File: src/rtl/multicycle_ctrl.sv
// multicycle_ctrl: main control FSM for the multi-cycle RV32I core.
// Sequences the shared ALU, the unified memory and the PC/IR/OldPC/ALUOut
// registers. Each instruction takes 3-5 states plus memory wait cycles.
// Also keeps a retired-instruction counter and a sticky illegal flag.
module multicycle_ctrl #(
  parameter int CNT_W = 32
) (
  input  logic             CLK,
  input  logic             RST,
  input  logic [6:0]       OP,
  input  logic [2:0]       funct3,
  input  logic             funct7,
  input  logic             Zero,
  input  logic             sign,
  input  logic             MemReady,
  output logic             PCWrite,
  output logic             AdrSrc,
  output logic             IRWrite,
  output logic             MemWrite,
  output logic             RegWrite,
  output logic [1:0]       ResultSrc,
  output logic [1:0]       ALUSrcA,
  output logic [1:0]       ALUSrcB,
  output logic [1:0]       ImmSrc,
  output logic [2:0]       ALUControl,
  output logic             Illegal,
  output logic [CNT_W-1:0] InstrRetired,
  output logic [3:0]       State
);

  typedef enum logic [3:0] {
    S_FETCH    = 4'd0,
    S_DECODE   = 4'd1,
    S_MEMADR   = 4'd2,
    S_MEMREAD  = 4'd3,
    S_MEMWB    = 4'd4,
    S_MEMWRITE = 4'd5,
    S_EXECR    = 4'd6,
    S_EXECI    = 4'd7,
    S_ALUWB    = 4'd8,
    S_BRANCH   = 4'd9,
    S_ILLEGAL  = 4'd15
  } state_t;

  localparam logic [6:0] OP_LOAD   = 7'b0000011;
  localparam logic [6:0] OP_STORE  = 7'b0100011;
  localparam logic [6:0] OP_RTYPE  = 7'b0110011;
  localparam logic [6:0] OP_ITYPE  = 7'b0010011;
  localparam logic [6:0] OP_BRANCH = 7'b1100011;

  localparam logic [2:0] ALU_ADD = 3'b000;
  localparam logic [2:0] ALU_SUB = 3'b001;
  localparam logic [2:0] ALU_AND = 3'b010;
  localparam logic [2:0] ALU_OR  = 3'b011;
  localparam logic [2:0] ALU_XOR = 3'b100;
  localparam logic [2:0] ALU_SLT = 3'b101;
  localparam logic [2:0] ALU_SLL = 3'b110;
  localparam logic [2:0] ALU_SRL = 3'b111;

  state_t state;
  state_t next_state;
  state_t decode_target;
  logic   is_store;
  logic   branch_taken;
  logic   retire;
  logic   illegal_q;

  // funct3 to ALU operation; sub selects SUB for funct3=000 (R-type only)
  function automatic logic [2:0] alu_map(input logic [2:0] f3, input logic sub);
    logic [2:0] op;
    op = ALU_ADD;
    case (f3)
      3'b000:  op = sub ? ALU_SUB : ALU_ADD;
      3'b001:  op = ALU_SLL;
      3'b010:  op = ALU_SLT;
      3'b100:  op = ALU_XOR;
      3'b101:  op = ALU_SRL;
      3'b110:  op = ALU_OR;
      3'b111:  op = ALU_AND;
      default: op = ALU_ADD;
    endcase
    return op;
  endfunction

  assign is_store = (OP == OP_STORE);

  // Branch condition from the SUB result flags: beq/bne use Zero, blt/bge use sign
  always_comb begin
    branch_taken = 1'b0;
    case ({funct3[2], funct3[0]})
      2'b00:   branch_taken = Zero;
      2'b01:   branch_taken = ~Zero;
      2'b10:   branch_taken = sign;
      2'b11:   branch_taken = ~sign;
      default: branch_taken = 1'b0;
    endcase
  end

  // Instruction classification done in DECODE; unsupported encodings trap to ILLEGAL
  always_comb begin
    decode_target = S_ILLEGAL;
    case (OP)
      OP_LOAD, OP_STORE: decode_target = S_MEMADR;
      OP_RTYPE:          decode_target = (funct3 == 3'b011) ? S_ILLEGAL : S_EXECR;
      OP_ITYPE:          decode_target = (funct3 == 3'b011) ? S_ILLEGAL : S_EXECI;
      OP_BRANCH:         decode_target = funct3[1] ? S_ILLEGAL : S_BRANCH;
      default:           decode_target = S_ILLEGAL;
    endcase
  end

  // State register; reset aborts whatever state is in progress
  always_ff @(posedge CLK or negedge RST) begin
    if (!RST) begin
      state <= S_FETCH;
    end else begin
      state <= next_state;
    end
  end

  // Next-state logic; memory states wait on MemReady, ILLEGAL is a trap
  always_comb begin
    next_state = state;
    case (state)
      S_FETCH:    if (MemReady) next_state = S_DECODE;
      S_DECODE:   next_state = decode_target;
      S_MEMADR:   next_state = is_store ? S_MEMWRITE : S_MEMREAD;
      S_MEMREAD:  if (MemReady) next_state = S_MEMWB;
      S_MEMWB:    next_state = S_FETCH;
      S_MEMWRITE: if (MemReady) next_state = S_FETCH;
      S_EXECR:    next_state = S_ALUWB;
      S_EXECI:    next_state = S_ALUWB;
      S_ALUWB:    next_state = S_FETCH;
      S_BRANCH:   next_state = S_FETCH;
      S_ILLEGAL:  next_state = S_ILLEGAL;
      default:    next_state = S_FETCH;
    endcase
  end

  // Datapath control decode from the current state (strobes default to 0)
  always_comb begin
    PCWrite    = 1'b0;
    AdrSrc     = 1'b0;
    IRWrite    = 1'b0;
    MemWrite   = 1'b0;
    RegWrite   = 1'b0;
    ResultSrc  = 2'b00;
    ALUSrcA    = 2'b00;
    ALUSrcB    = 2'b00;
    ImmSrc     = 2'b00;
    ALUControl = ALU_ADD;
    case (state)
      S_FETCH: begin
        ALUSrcB   = 2'b10;
        ResultSrc = 2'b10;
        IRWrite   = MemReady;
        PCWrite   = MemReady;
      end
      S_DECODE: begin
        ALUSrcA = 2'b01;
        ALUSrcB = 2'b01;
        ImmSrc  = 2'b10;
      end
      S_MEMADR: begin
        ALUSrcA = 2'b10;
        ALUSrcB = 2'b01;
        ImmSrc  = is_store ? 2'b01 : 2'b00;
      end
      S_MEMREAD: begin
        AdrSrc = 1'b1;
      end
      S_MEMWB: begin
        ResultSrc = 2'b01;
        RegWrite  = 1'b1;
      end
      S_MEMWRITE: begin
        AdrSrc   = 1'b1;
        MemWrite = 1'b1;
      end
      S_EXECR: begin
        ALUSrcA    = 2'b10;
        ALUControl = alu_map(funct3, funct7);
      end
      S_EXECI: begin
        ALUSrcA    = 2'b10;
        ALUSrcB    = 2'b01;
        ALUControl = alu_map(funct3, 1'b0);
      end
      S_ALUWB: begin
        RegWrite = 1'b1;
      end
      S_BRANCH: begin
        ALUSrcA    = 2'b10;
        ALUControl = ALU_SUB;
        PCWrite    = branch_taken;
      end
      default: begin
        PCWrite = 1'b0;
      end
    endcase
  end

  assign retire = (state == S_MEMWB) || (state == S_ALUWB) || (state == S_BRANCH) ||
                  ((state == S_MEMWRITE) && MemReady);

  // Retired-instruction counter; wraps naturally at 2^CNT_W
  always_ff @(posedge CLK or negedge RST) begin
    if (!RST) begin
      InstrRetired <= '0;
    end else if (retire) begin
      InstrRetired <= InstrRetired + CNT_W'(1);
    end
  end

  // Sticky illegal flag, raised together with the entry into ILLEGAL
  always_ff @(posedge CLK or negedge RST) begin
    if (!RST) begin
      illegal_q <= 1'b0;
    end else if (next_state == S_ILLEGAL) begin
      illegal_q <= 1'b1;
    end
  end

  assign Illegal = illegal_q;
  assign State   = state;

endmodule

File: config.mk
export PLATFORM = sky130hd
export DESIGN_NAME = multicycle_ctrl
export DESIGN_NICKNAME = d
export VERILOG_FILES = /design/src/rtl/multicycle_ctrl.sv
export SDC_FILE = /design/constraint.sdc
export NUM_CORES = 1
export LEC_CHECK = 0
export ABC_CLOCK_PERIOD_IN_PS = 1600
export CAP_MARGIN = 20
export CORE_MARGIN = 8
export CORE_UTILIZATION = 35
export CTS_CLUSTER_DIAMETER = 100
export DETAILED_ROUTE_END_ITERATION = 6
export PLACE_DENSITY = 0.66
export SYNTH_ARGS = -nofsm -noshare
export SYNTH_HDL_FRONTEND = slang
export SYNTH_SLANG_ARGS = --single-unit
File: constraint.sdc
create_clock -name CLK -period 1.6 [get_ports CLK]
set_input_delay 0.16 -clock CLK [delete_from_list [all_inputs] [get_ports CLK]]
set_output_delay 0.16 -clock CLK [all_outputs]
set_load 0.005 [all_outputs]
### After elaboration in Yosys (flattened, before gate mapping)

Cells that the tools add are included.
W data, S select, Z words.

* flip-flop bits (word level): 37
* bits in latches: 0
* RAM bits: 0
* ROM bits: 0
* input bits: 16
* output and inout bits: 53
* word-level logic and storage cells: 69
* memories kept: 0

* add/subtract/negate cells: 1
* multiply operators: 0
* divide/modulo/power cells: 0
* $lt $le $gt $ge: 0
* eq/ne operators: 26
* shifts and indexed selects: 0
* mux-type cells: 24
* bitwise logic cells: 2
* reductions and logical operators: 13

Operators by type and width (number)
* $add A32 B1 Y32 const B: 1
* $pmux W4 S7: 1
* $pmux W3 S7: 1
* $mux W4: 5
* $pmux W3 S6: 1
* $eq A4 B3 Y1 const B: 4
* $eq A4 B4 Y1 const B: 4
* $pmux W2 S2: 4
* $pmux W4 S4: 1
* $eq A7 B6 Y1 const B: 2
* $eq A3 B3 Y1 const B: 4
* $pmux W3 S3: 1
* $eq A4 B2 Y1 const B: 2
* $reduce_or A2 Y1: 4
* $eq A7 B2 Y1 const B: 1
* $eq A7 B5 Y1 const B: 1
* $eq A7 B7 Y1 const B: 1
* $eq A3 B2 Y1 const B: 2
* $mux W1: 6
* $mux W3: 2
* $eq A2 B2 Y1 const B: 2
* $eq A4 B1 Y1 const B: 1
* $logic_not A4 Y1: 1
* $pmux W1 S4: 1
* 10 further kinds: 13

### Depth between registers and ports, before layout

* depth after elaboration: 5
* gate-level depth with buffers: 6
* gate-level depth less buffers: 5

### Worst setup path before layout

No wires, ideal clock.

* path kind: register to register
* from: register state[0], in the netlist State[0]
* to: register InstrRetired[29]
* library setup time: 0.124 ns
* data arrival time: 1.443 ns
* required time: 1.476 ns
* path slack: 0.033 ns
* stages on the path, launching flop included: 7
* path buffers: 1
* clock period less this slack: 1.567 ns
* path through: dfrtp_1 buf_2 nor2b_4 o21a_4 nor3_4 nand4_1 xnor2_1

* cells in the longest elaborated chain, start to end: 4
* elaborated cells between the ends (all ways): 8
* those cells by class: eq/ne: 4; reduce/logical: 4

RTL lines
* from (decl): RTL line 60 `state_t state;`
* from (signal assigned): RTL line 116 `state <= next_state;`
* $eq A4 B3 Y1 or $eq A4 B4 Y1 (tied branches): RTL line 202 `assign retire = (state == S_MEMWB) || (state == S_ALUWB) || (state == S_BRANCH) ||`
* $logic_or A1 B1 Y1 (2 in series): RTL line 202
* $logic_or A1 B1 Y1 (*): RTL line 202
* to (signal assigned): RTL line 210 `InstrRetired <= InstrRetired + CNT_W'(1);`
* to (decl): RTL line 27 `output logic [CNT_W-1:0] InstrRetired,`

Every way passes the cells marked *; elsewhere a longest branch is shown, timed or not.
A chain may end at the register's enable or synchronous reset.

### Worst setup path after layout

* from: register state[3], in the netlist State[3]
* to: output ImmSrc[0]

* cells in the longest elaborated chain, start to end: 2
* elaborated cells between the ends (all ways): 3
* those cells by class: eq/ne: 2; mux: 1

RTL lines
* $eq A4 B2 Y1 or $eq A4 B1 Y1 (tied branches): RTL line 151 `case (state)`
* $pmux W2 S2 (*): RTL line 151
* to (decl): RTL line 24 `output logic [1:0] ImmSrc,`

Marks and branches as above.

==> metrics <==
vias in the first global route 2235; antenna cells 0; Seq/Total Area, Yosys 0.435; HP Class in2async; VDD IR max 0.672 mV; hold_ws 0.454 ns; drt first-iter violations 28; DIE HEIGHT 94.0 µm; row count 28; most common flop cell mapped by yosys dfrtp_1; GP Congestion 0.838; layout cell share with drive strength beyond 1 0.464; Placed Cells 397; Final ANT Viol Nets 0; WL final 6500 µm; final setup margin -0.227 ns; area occupied by multi-input gates 1430 µm²; Async SR Flop Fraction 1.00; detailed-router iteration count before antenna repair 4; synth warn 0; Mapped Cells 214; endpoints failing setup 36; crit end category output pin; flop-to-flop setup slack -0.22 ns; fin crit period 1.83 ns; EDFF count, synth 0; Netlist cell types 54; Final Hold Fails 0; PortBufs 68; register area 927 µm²; worst-skew pair later-pin latency 0.28 ns; RSZ-0062 raised after global routing true; Congestion Overflow GR 0; Power Dens Cells 1250 nW/µm²; CTS Root Cell clkbuf_8; CTS tree yes; FF-to-FF path depth 7; Crit Path Max Fanout 3; mapped cell area 2130 µm²; CTS buffer count 5; failing checks negative setup slack; Max Slew Vio Count 0; Power Total 4.86 mW; CTS H-tree lvls 2; initial antenna violation count 0; WP data required 1.44 ns; die extent in x 94.0 µm; Pleak 1.85 nW; Slew @ Worst Pin 0.472 ns; Finished Core Util 0.661; largest net degree at the start of global routing 38; CTS clk-pin slew, worst paths 0.07 ns; I/O pins 69; FMAX 547 MHz; Placed Area 3230 µm²; Worst Setup Start Kind flop; status complete, but fails checks; Arrival @ worst endpoint 1.67 ns; Layout Nets 375; Slew headroom 0.685; DP Worst Slack -0.343 ns; fillers 465; Die ar. 8830 µm²; initial core utilization 0.362; Reg-to-Reg Start State[1]; CTS Buffer Depth 2; Synth Area per Inst 9.95 µm²; dpl hpwl 4410 µm; post-DR wirelength/cell 15.0 µm; clk_skew 0.00642 ns; Finished Layout Cells 433; Area Growth Syn to Fin 82.9%; Synth Register Bits 37; core footprint 5890 µm²; worst r2r dst InstrRetired[28]; clk sink count 37; first-pass GRT wire length 10300 µm; max_cap viols 0; most common cell after layout, fill and taps aside buf_4; via/cell ratio 4.94; via count 2139; setup TNS -4.17 ns; critical path class reg2out; most frequent cells in the layout 52 x buf_4, 48 x clkdlybuf4s50_1, 36 x dfrtp_1; final worst path period share 1.14; Total GRT Usage 0.143; Final Cell Area 3890 µm²; Remaining DRCs 0; Syn Nets 231
==> per-layer routing <==
metal  share of wire  GRT usage
met5               0          0
met4           0.021     0.0502
met3           0.083     0.0488
met2            0.48      0.243
met1            0.41      0.161
==> cell usage after synthesis, types with 2 or more instances <==
| master | n | area (µm²) |
|---|---|---|
| dfrtp_1 | 37 | 926 |
| xnor2_1 | 21 | 184 |
| nand2_1 | 17 | 63.8 |
| nor2_1 | 17 | 63.8 |
| xor2_1 | 14 | 123 |
| nand3_1 | 12 | 60.1 |
| nor3_1 | 9 | 45.0 |
| o21ai_0 | 6 | 30.0 |
| and3_1 | 5 | 31.3 |
| clkbuf_1 | 5 | 18.8 |
| inv_1 | 5 | 18.8 |
| nand4_1 | 5 | 31.3 |
| nand2b_1 | 4 | 25.0 |
| buf_2 | 3 | 15.0 |
| mux2i_1 | 3 | 30.0 |
| nor2b_1 | 3 | 18.8 |
| nor3_2 | 3 | 30.0 |
| a211oi_1 | 2 | 15.0 |
| a21oi_1 | 2 | 10.0 |
| a31oi_1 | 2 | 12.5 |
| and2_2 | 2 | 15.0 |
| and4_4 | 2 | 22.5 |
| nor4_1 | 2 | 12.5 |
| o22ai_1 | 2 | 12.5 |
| or2_2 | 2 | 12.5 |
==> power by group <==
group          switching (mW)  internal, mW  total (mW)
Clock                   0.310         0.342       0.652
Sequential             0.0987          1.07        1.17
Combinational            1.27          1.77        3.04
Total                    1.68          3.19        4.86
==> layout make-up <==
class	count	share of cell area
Clock buffer	7	0.0222
Inverter	5	0.00482
Multi-Input combinational cell	163	0.367
Sequential cell	37	0.238
Tap cell	75	0.0241
Timing Repair Buffer	146	0.344
==> critical path: stages, from the launching register on <==
cell and delay, ns:
dfrtp_1 0.39, or2_4 0.28, or3b_4 0.40, nor4_4 0.15, buf_2 0.16
==> sequential cells by signal, indices dropped and copies added, names as in the netlist <==
register / count
InstrRetired: 32
Illegal: 1
State: 4
==> worst max path at each step <==
stage / startpoint / end / slack (ns) / cells after the start
floorplan: State[0] / InstrRetired[29] / 0.03 / 6
CTS: State[2] / ImmSrc[0] / -0.32 / 4
finish: State[3] / ImmSrc[0] / -0.23 / 4
detailed placement: funct3[2] / PCWrite / -0.34 / 6
global placement: State[3] / ImmSrc[0] / -0.34 / 4
global route: State[1] / InstrRetired[28] / -0.33 / 7
==> what timing repair did <==
item / CTS / global route
setup endpoints to repair: 46 / 49
hold buffers: 1 / 0
gates resized for setup: 108 / 52
pin swaps: 33 / 41
hold endpoints to repair: 37 / 0
setup buffers: 17 / 16
cloned: 0 / 2
==> logic make-up after synthesis <==
kind of cell,synth area share
buf+inv,0.0265
compound gates,0.0794
xor+xnor,0.144
simple gates,0.290
flops,0.435
fa+ha+maj,0.00588
mux,0.0194
Note: power is estimated with default switching activity, not from simulation.
